--- src/rtl/data_mem_hs.sv ---
`default_nettype none
// ============================================================================
//  Module   : data_mem_hs
//  Brief    : Word-addressed data memory with a valid/ready request handshake,
//             byte write strobes and a programmable read latency (1..4).
//             Reads return through a one-cycle rvalid pulse; rejected or
//             out-of-range requests raise a one-cycle err pulse.
//  Options  : DMEM_RESET_CLEAR_EN - when defined, rst_n also clears every
//             memory word; otherwise memory contents survive reset.
//  Revision : 1.0 - initial release
// ============================================================================
module data_mem_hs #(
    parameter int DATA_W = 32,
    parameter int ADDR_W = 6,
    parameter int DEPTH  = 64,
    parameter int RD_LAT = 1
) (
    input  logic                  clk,
    input  logic                  rst_n,
    input  logic                  req_valid,
    output logic                  req_ready,
    input  logic                  mem_read,
    input  logic                  mem_write,
    input  logic [ADDR_W-1:0]     addr,
    input  logic [DATA_W-1:0]     wdata,
    input  logic [DATA_W/8-1:0]   wstrb,
    output logic [DATA_W-1:0]     rdata,
    output logic                  rvalid,
    output logic                  err
);

    localparam int              c_NB    = DATA_W / 8;
    // Counter only ever holds RD_LAT-1, which is at most 3.
    localparam int              c_CNT_W = 2;
    localparam logic [ADDR_W:0] c_DEPTH = (ADDR_W + 1)'(DEPTH);

    typedef enum logic [0:0] {
        IDLE    = 1'b0,
        RD_WAIT = 1'b1
    } state_t;

    state_t                 r_state;
    logic [c_CNT_W-1:0]     r_cnt;
    logic [ADDR_W-1:0]      r_addr;
    logic [DATA_W-1:0]      r_rdata;
    logic                   r_rvalid;
    logic                   r_err;
    logic                   r_ready;

    logic [DATA_W-1:0]      r_mem [DEPTH];

    logic                   w_accept;
    logic                   w_req_in_range;
    logic                   w_rd_in_range;
    logic                   w_wr_en;

    assign w_accept       = req_valid && r_ready;
    assign w_req_in_range = ({1'b0, addr}   < c_DEPTH);
    assign w_rd_in_range  = ({1'b0, r_addr} < c_DEPTH);
    // A write lands only for an unambiguous, in-range, accepted request.
    assign w_wr_en        = w_accept && mem_write && !mem_read && w_req_in_range;

    assign req_ready = r_ready;
    assign rdata     = r_rdata;
    assign rvalid    = r_rvalid;
    assign err       = r_err;

`ifdef DMEM_RESET_CLEAR_EN
    // Storage array with byte-lane writes; reset wipes every word.
    always_ff @(posedge clk or negedge rst_n) begin
        if (!rst_n) begin
            for (int i = 0; i < DEPTH; i++) begin
                r_mem[i] <= '0;
            end
        end else if (w_wr_en) begin
            for (int b = 0; b < c_NB; b++) begin
                if (wstrb[b]) begin
                    r_mem[addr][8*b +: 8] <= wdata[8*b +: 8];
                end
            end
        end
    end
`else
    // Storage array with byte-lane writes; contents are not touched by reset.
    always_ff @(posedge clk) begin
        if (w_wr_en) begin
            for (int b = 0; b < c_NB; b++) begin
                if (wstrb[b]) begin
                    r_mem[addr][8*b +: 8] <= wdata[8*b +: 8];
                end
            end
        end
    end
`endif

    // Handshake FSM: accepts requests in IDLE, times reads in RD_WAIT, and
    // produces the registered rdata/rvalid/err/req_ready outputs.
    always_ff @(posedge clk or negedge rst_n) begin
        if (!rst_n) begin
            r_state  <= IDLE;
            r_cnt    <= '0;
            r_addr   <= '0;
            r_rdata  <= '0;
            r_rvalid <= 1'b0;
            r_err    <= 1'b0;
            r_ready  <= 1'b1;
        end else begin
            r_rvalid <= 1'b0;
            r_err    <= 1'b0;
            case (r_state)
                IDLE: begin
                    if (w_accept) begin
                        if (mem_read && mem_write) begin
                            // Ambiguous command: drop it and flag it.
                            r_err <= 1'b1;
                        end else if (mem_read) begin
                            r_addr  <= addr;
                            r_cnt   <= c_CNT_W'(RD_LAT - 1);
                            r_state <= RD_WAIT;
                            r_ready <= 1'b0;
                        end else if (mem_write && !w_req_in_range) begin
                            r_err <= 1'b1;
                        end
                    end
                end
                RD_WAIT: begin
                    if (r_cnt == '0) begin
                        r_rvalid <= 1'b1;
                        // Out-of-range reads complete on time but return zero.
                        r_rdata  <= w_rd_in_range ? r_mem[r_addr] : '0;
                        r_err    <= !w_rd_in_range;
                        r_state  <= IDLE;
                        r_ready  <= 1'b1;
                    end else begin
                        r_cnt <= r_cnt - 1'b1;
                    end
                end
                default: begin
                    r_state <= IDLE;
                    r_ready <= 1'b1;
                end
            endcase
        end
    end

endmodule
`default_nettype wire

--- config.mk ---
export PLATFORM = sky130hd
export DESIGN_NAME = data_mem_hs
export DESIGN_NICKNAME = d
export VERILOG_FILES = /design/src/rtl/data_mem_hs.sv
export SDC_FILE = /design/constraint.sdc
export NUM_CORES = 2
export LEC_CHECK = 0
export BUFFER_PORTS_ARGS = -buffer_cell sky130_fd_sc_hd__buf_2
export CORE_MARGIN = 2
export CORE_UTILIZATION = 50
export DETAILED_ROUTE_END_ITERATION = 7
export PLACE_DENSITY = 0.62
export SLEW_MARGIN = 0
export SYNTH_ARGS = -nofsm -noshare
export SYNTH_HDL_FRONTEND = slang
export SYNTH_SLANG_ARGS = --single-unit
--- constraint.sdc ---
create_clock -name clk -period 3.4 [get_ports clk]
set_clock_uncertainty 0.05 [all_clocks]
set_input_delay 0.34 -clock clk [delete_from_list [all_inputs] [get_ports clk]]
set_output_delay 0.34 -clock clk [all_outputs]
set_load 0.01 [all_outputs]
# Yosys cells after proc, flatten, opt, wreduce, memory -nomap -nowiden
# Memory sizes are Yosys's and may differ from the RTL's. A register that Yosys moved wholly into a read port is not among the register bits.
# Index checks and enable logic that the tools add are counted.
# word_totals
in_bits	47
mem_count	1
ram_bits	2048
regBits	12
wordCells	58
# memory_table
name	depth	word_bits	rd	rd_ports_with_merged_regs	write_ports	line_no	rtl
r_mem	64	32	1	1	1	50	logic [DATA_W-1:0] r_mem [DEPTH];
# classes
addsub	1
n_eq_ne	5
bitwise	2
reduce_logical	11
mux	32
# op_table
cell	count
$mux W1	24
$reduce_and A4 Y1	3
$mux W2	4
$ne A2 B2 Y1 const B	4
$pmux W1 S2	3
$logic_and A1 B1 Y1	4
$pmux W2 S2	1
$logic_not A1 Y1	2
$logic_not A2 Y1	1
$ne A2 B1 Y1 const B	1
$not A1 Y1	2
$reduce_and A2 Y1	1
$sub A2 B1 Y2 const B	1

# Longest topological paths before layout
# logic_depth
word_depth	5
ltp_mapped	10
depth_no_buf	8

# Worst setup path after synthesis
# Ideal clock, no wire load.
# synth_path
path_type	register to register
start	register r_addr[2]
end	register r_rdata[11], in the netlist rdata[11] (read register of r_mem)
setup_slack_ps	1070
setup_ps	126
period_less_slack_ps	2330
path_buffers	4
stages_incl_launch_ff	9
t_arrival_ps	2154
path_cell_list	dfrtp_1 > buf_2 > buf_2 > buf_2 > clkbuf_1 > mux4_2 > a22oi_1 > nand4_1 > a221o_1
# synth_rtl
item	line_no	rtl
start: declaration	44	logic [ADDR_W-1:0] r_addr;
start signal: assignment	117	r_addr <= addr;
end: declaration	45	logic [DATA_W-1:0] r_rdata;

==> run_results.csv <==
group,metric,value,unit
logic_synthesis,synth_ff_type,"edfxtp_1",
cells_and_area,final_nets,4473,
clocking,root_buffer,"clkbuf_16",
grt,grt_use_total,26.0,%
critical_path,critPathKind,"register to register",
clocking,clk_latency,850,ps
cells_and_area,postLayoutCoreUtil,58.2,%
detailed_routing,wl,212000,µm
clocking,postCtsSetupBuffers,0,
sta,setup_viol_count_final,0,
clocking,cts_tree,"yes",
critical_path,crit_path_cell_trace,"buf_12 > buf_12 > buf_12 > mux4_2 > a22oi_1 > nand4_1 > a221o_1",
status,status,"complete, no violations",
place,hpwlAfterDp,134000,µm
logic_synthesis,ys_seq_elements,2092,
sta,period_share,93.5,%
detailed_routing,wl_per_cell,31.3,µm
floorplanning,core,0.160,mm²
grt,met1_usage,37.5,%
grt,grt_start_max_net_pins,99,
detailed_routing,dr.pass1.iters,8,
cells_and_area,final_cell_mix,"2048 x edfxtp_1, 389 x buf_4, 384 x mux4_2",
detailed_routing,drc,0,
floorplanning,start_util,50.3,%
logic_synthesis,netlist.area_leader.share,76.4,%
critical_path,r2r_end,"rdata[30]",
sta,fmax,314,MHz
grt,antenna_found_initial,32,
clocking,h-tree-depth,4,
sta,slew_violations,0,
critical_path,required,4070,ps
hold_path,hp-class,"primary input to register",
grt,grt_pass1_wl,301000,µm
grt,grtUsageMet2,39.5,%
cells_and_area,area_growth,15.7,%
critical_path,r2r_slack,220,ps
grt,grt_pass1_vias,40900,
cells_and_area,drive_above_1_share,26.6,%
critical_path,cp-start-kind,"register",
critical_path,crit_fanout,38,
run,maxCapViolCount,0,
power_and_ir_drop,leakagePower,30.2,nW
detailed_routing,via_count,41500,
floorplanning,die_w,405,µm
grt,grt.met3_usage,6.43,%
clocking,cts.sinks,2092,
critical_path,crit_top_cell,"buf_12",
detailed_routing,ant_nets,0,
floorplanning,rows,147,
critical_path,timing.rr.start,"r_addr[2]",
grt,grt.overflow.total,0,
clocking,cts_resized,0,
place,numPortBuffers,81,
power_and_ir_drop,vdd_ir_drop_max,805,µV
cells_and_area,final_common_cell,"edfxtp_1",
logic_synthesis,syn-num-nets,3981,
logic_synthesis,synth-edff-count,2048,
sta,hold_ws,80.1,ps
sta,hold_viol,0,
place,place_congestion,0.852,
floorplanning,dieArea,0.164,mm²
logic_synthesis,synthDistinctLibCells,36,
detailed_routing,viasPerCell,6.12,
sta,max_slew_margin,15.4,%
sta,worst_slew_pin_slew,1270,ps
hold_path,min_to,"r_mem[30][27]",
clocking,cts_buffers,210,
hold_path,hold_depth,1,
critical_path,worst_r2r_path_depth,7,
critical_path,worstPathArrival,3850,ps
critical_path,endpoint_kind,"register",
power_and_ir_drop,p_per_area,743,mW/mm²
logic_synthesis,synth_area,0.0805,mm²
logic_synthesis,synthTopCellsByArea,"edfxtp_1 76%, mux4_2 11%, mux2i_1 3.6%",
floorplanning,pin_count,82,
logic_synthesis,synth_largest_area_cell,"edfxtp_1",
critical_path,cpPeakStageDelay,730,ps
logic_synthesis,synth_cells,3933,
logic_synthesis,postSynthAreaPerCell,20.5,µm²
clocking,clockBufferDepth,3,
logic_synthesis,synth-seq-area-share,77.8,%
grt,busiest_layer,"met2",
critical_path,cpMaxStageDelayCell,"dfrtp_4",
floorplanning,die_height,405,µm
logic_synthesis,yosysWarnings,0,
place,placed_cell_area,0.0861,mm²
logic_synthesis,async_reset_ff_share,2.10,%
detailed_routing,drt_iter0_drc,5166,
sta,min_period,3180,ps
cells_and_area,fin_area,0.0932,mm²
hold_path,hp-start,"wdata[27]",
clocking,clk_pin_slew,60,ps
sta,tns,0,ps
sta,grt_setup_unrepaired,"false",
==> worst max-delay path, delay by kind of cell, from the launching register on <==
| family | cells | cell delay [ps] |
|---|---|---|
| mux | 1 | 330 |
| buf+inv | 3 | 860 |
| flops | 1 | 730 |
| compound gates | 2 | 750 |
| simple gates | 1 | 300 |
==> registers in the layout, indices dropped and copies added, names as in the netlist <==
register and count:
r_state 1, rdata 32, r_cnt 2, err 1, rvalid 1, r_mem 2048
r_addr 6, req_ready 1
==> through the flow <==
step / total power, mW / instances / setup WS (ps)
final: 69.3 / 6781 / 220
after global routing: 71.5 / 6772 / 134
after CTS: 69.7 / 6770 / 225
after detailed placement: 47.1 / 6354 / 228
after global placement: 47.1 / 6354 / 253
after floorplan: 40.6 / 3933 / 1070
==> routing by layer <==
| metal | share of wire (%) | wire (µm) |
|---|---|---|
| met4 | 2.8 | 5970 |
| met2 | 47 | 98800 |
| met1 | 41 | 86700 |
| met5 | 0.065 | 137 |
| met3 | 9.8 | 20700 |
==> logic make-up after synthesis <==
| group | count (synthesis) | synth area share (%) |
|---|---|---|
| adders and majority gates | 1 | 0.0155 |
| muxes | 680 | 14.4 |
| DFF | 2092 | 77.8 |
| buffers and inverters | 246 | 1.46 |
| and+or+nand+nor | 562 | 3.14 |
| AOI/OAI and AO/OA | 352 | 3.18 |
==> worst max-delay path by stage <==
stage | start | end | slack, ps | cells after the start
after floorplan | r_addr[2] | rdata[11] | 1070 | 8
after detailed placement | r_addr[2] | rdata[29] | 230 | 7
after global routing | r_addr[2] | rdata[30] | 130 | 7
final | r_addr[2] | rdata[30] | 220 | 7
after global placement | r_addr[2] | rdata[29] | 250 | 7
after CTS | r_addr[0] | rdata[15] | 220 | 8
==> cell type report <==
| cell class | count | area, µm² |
|---|---|---|
| fillers | 11800 | 67000 |
| flip-flops and latches | 2092 | 62600 |
| multi-input cells | 1595 | 16800 |
| clock buffers | 264 | 5560 |
| repair buffers | 523 | 4210 |
| well taps | 2160 | 2700 |
| clock inverters | 133 | 1240 |
| diodes | 11 | 27.5 |
| inverters | 3 | 11.3 |
==> power by group <==
| part | internal, mW | leakage, nW | switching (mW) | total, mW |
|---|---|---|---|---|
| Combinational | 7.54 | 7.91 | 9.89 | 17.4 |
| Sequential | 28.6 | 18.9 | 0.529 | 29.1 |
| Clock | 12.9 | 3.33 | 9.83 | 22.7 |
==> timing repair <==
| action | CTS | global route |
|---|---|---|
| endpoints found under the setup margin | 0 | 0 |
| hold buffers | 19 | 0 |
| endpoints found under the hold margin | 110 | 0 |
==> cell usage after synthesis, drive strengths merged, types with 2 or more instances <==
library cell,instances
inv,3
or3b,2
mux2i,289
buf,118
nor3b,7
nand2b,3
nand2,107
clkbuf,125
and3,3
nand4,32
or3,32
nor2b,34
mux2,7
and3b,5
a21oi,32
edfxtp,2048
nor3,3
mux4,384
a221o,32
a22oi,160
nand3,65
nor2,265
o22ai,65
dfrtp,43
a211oi,62
Note: power is estimated with default switching activity, not from simulation.
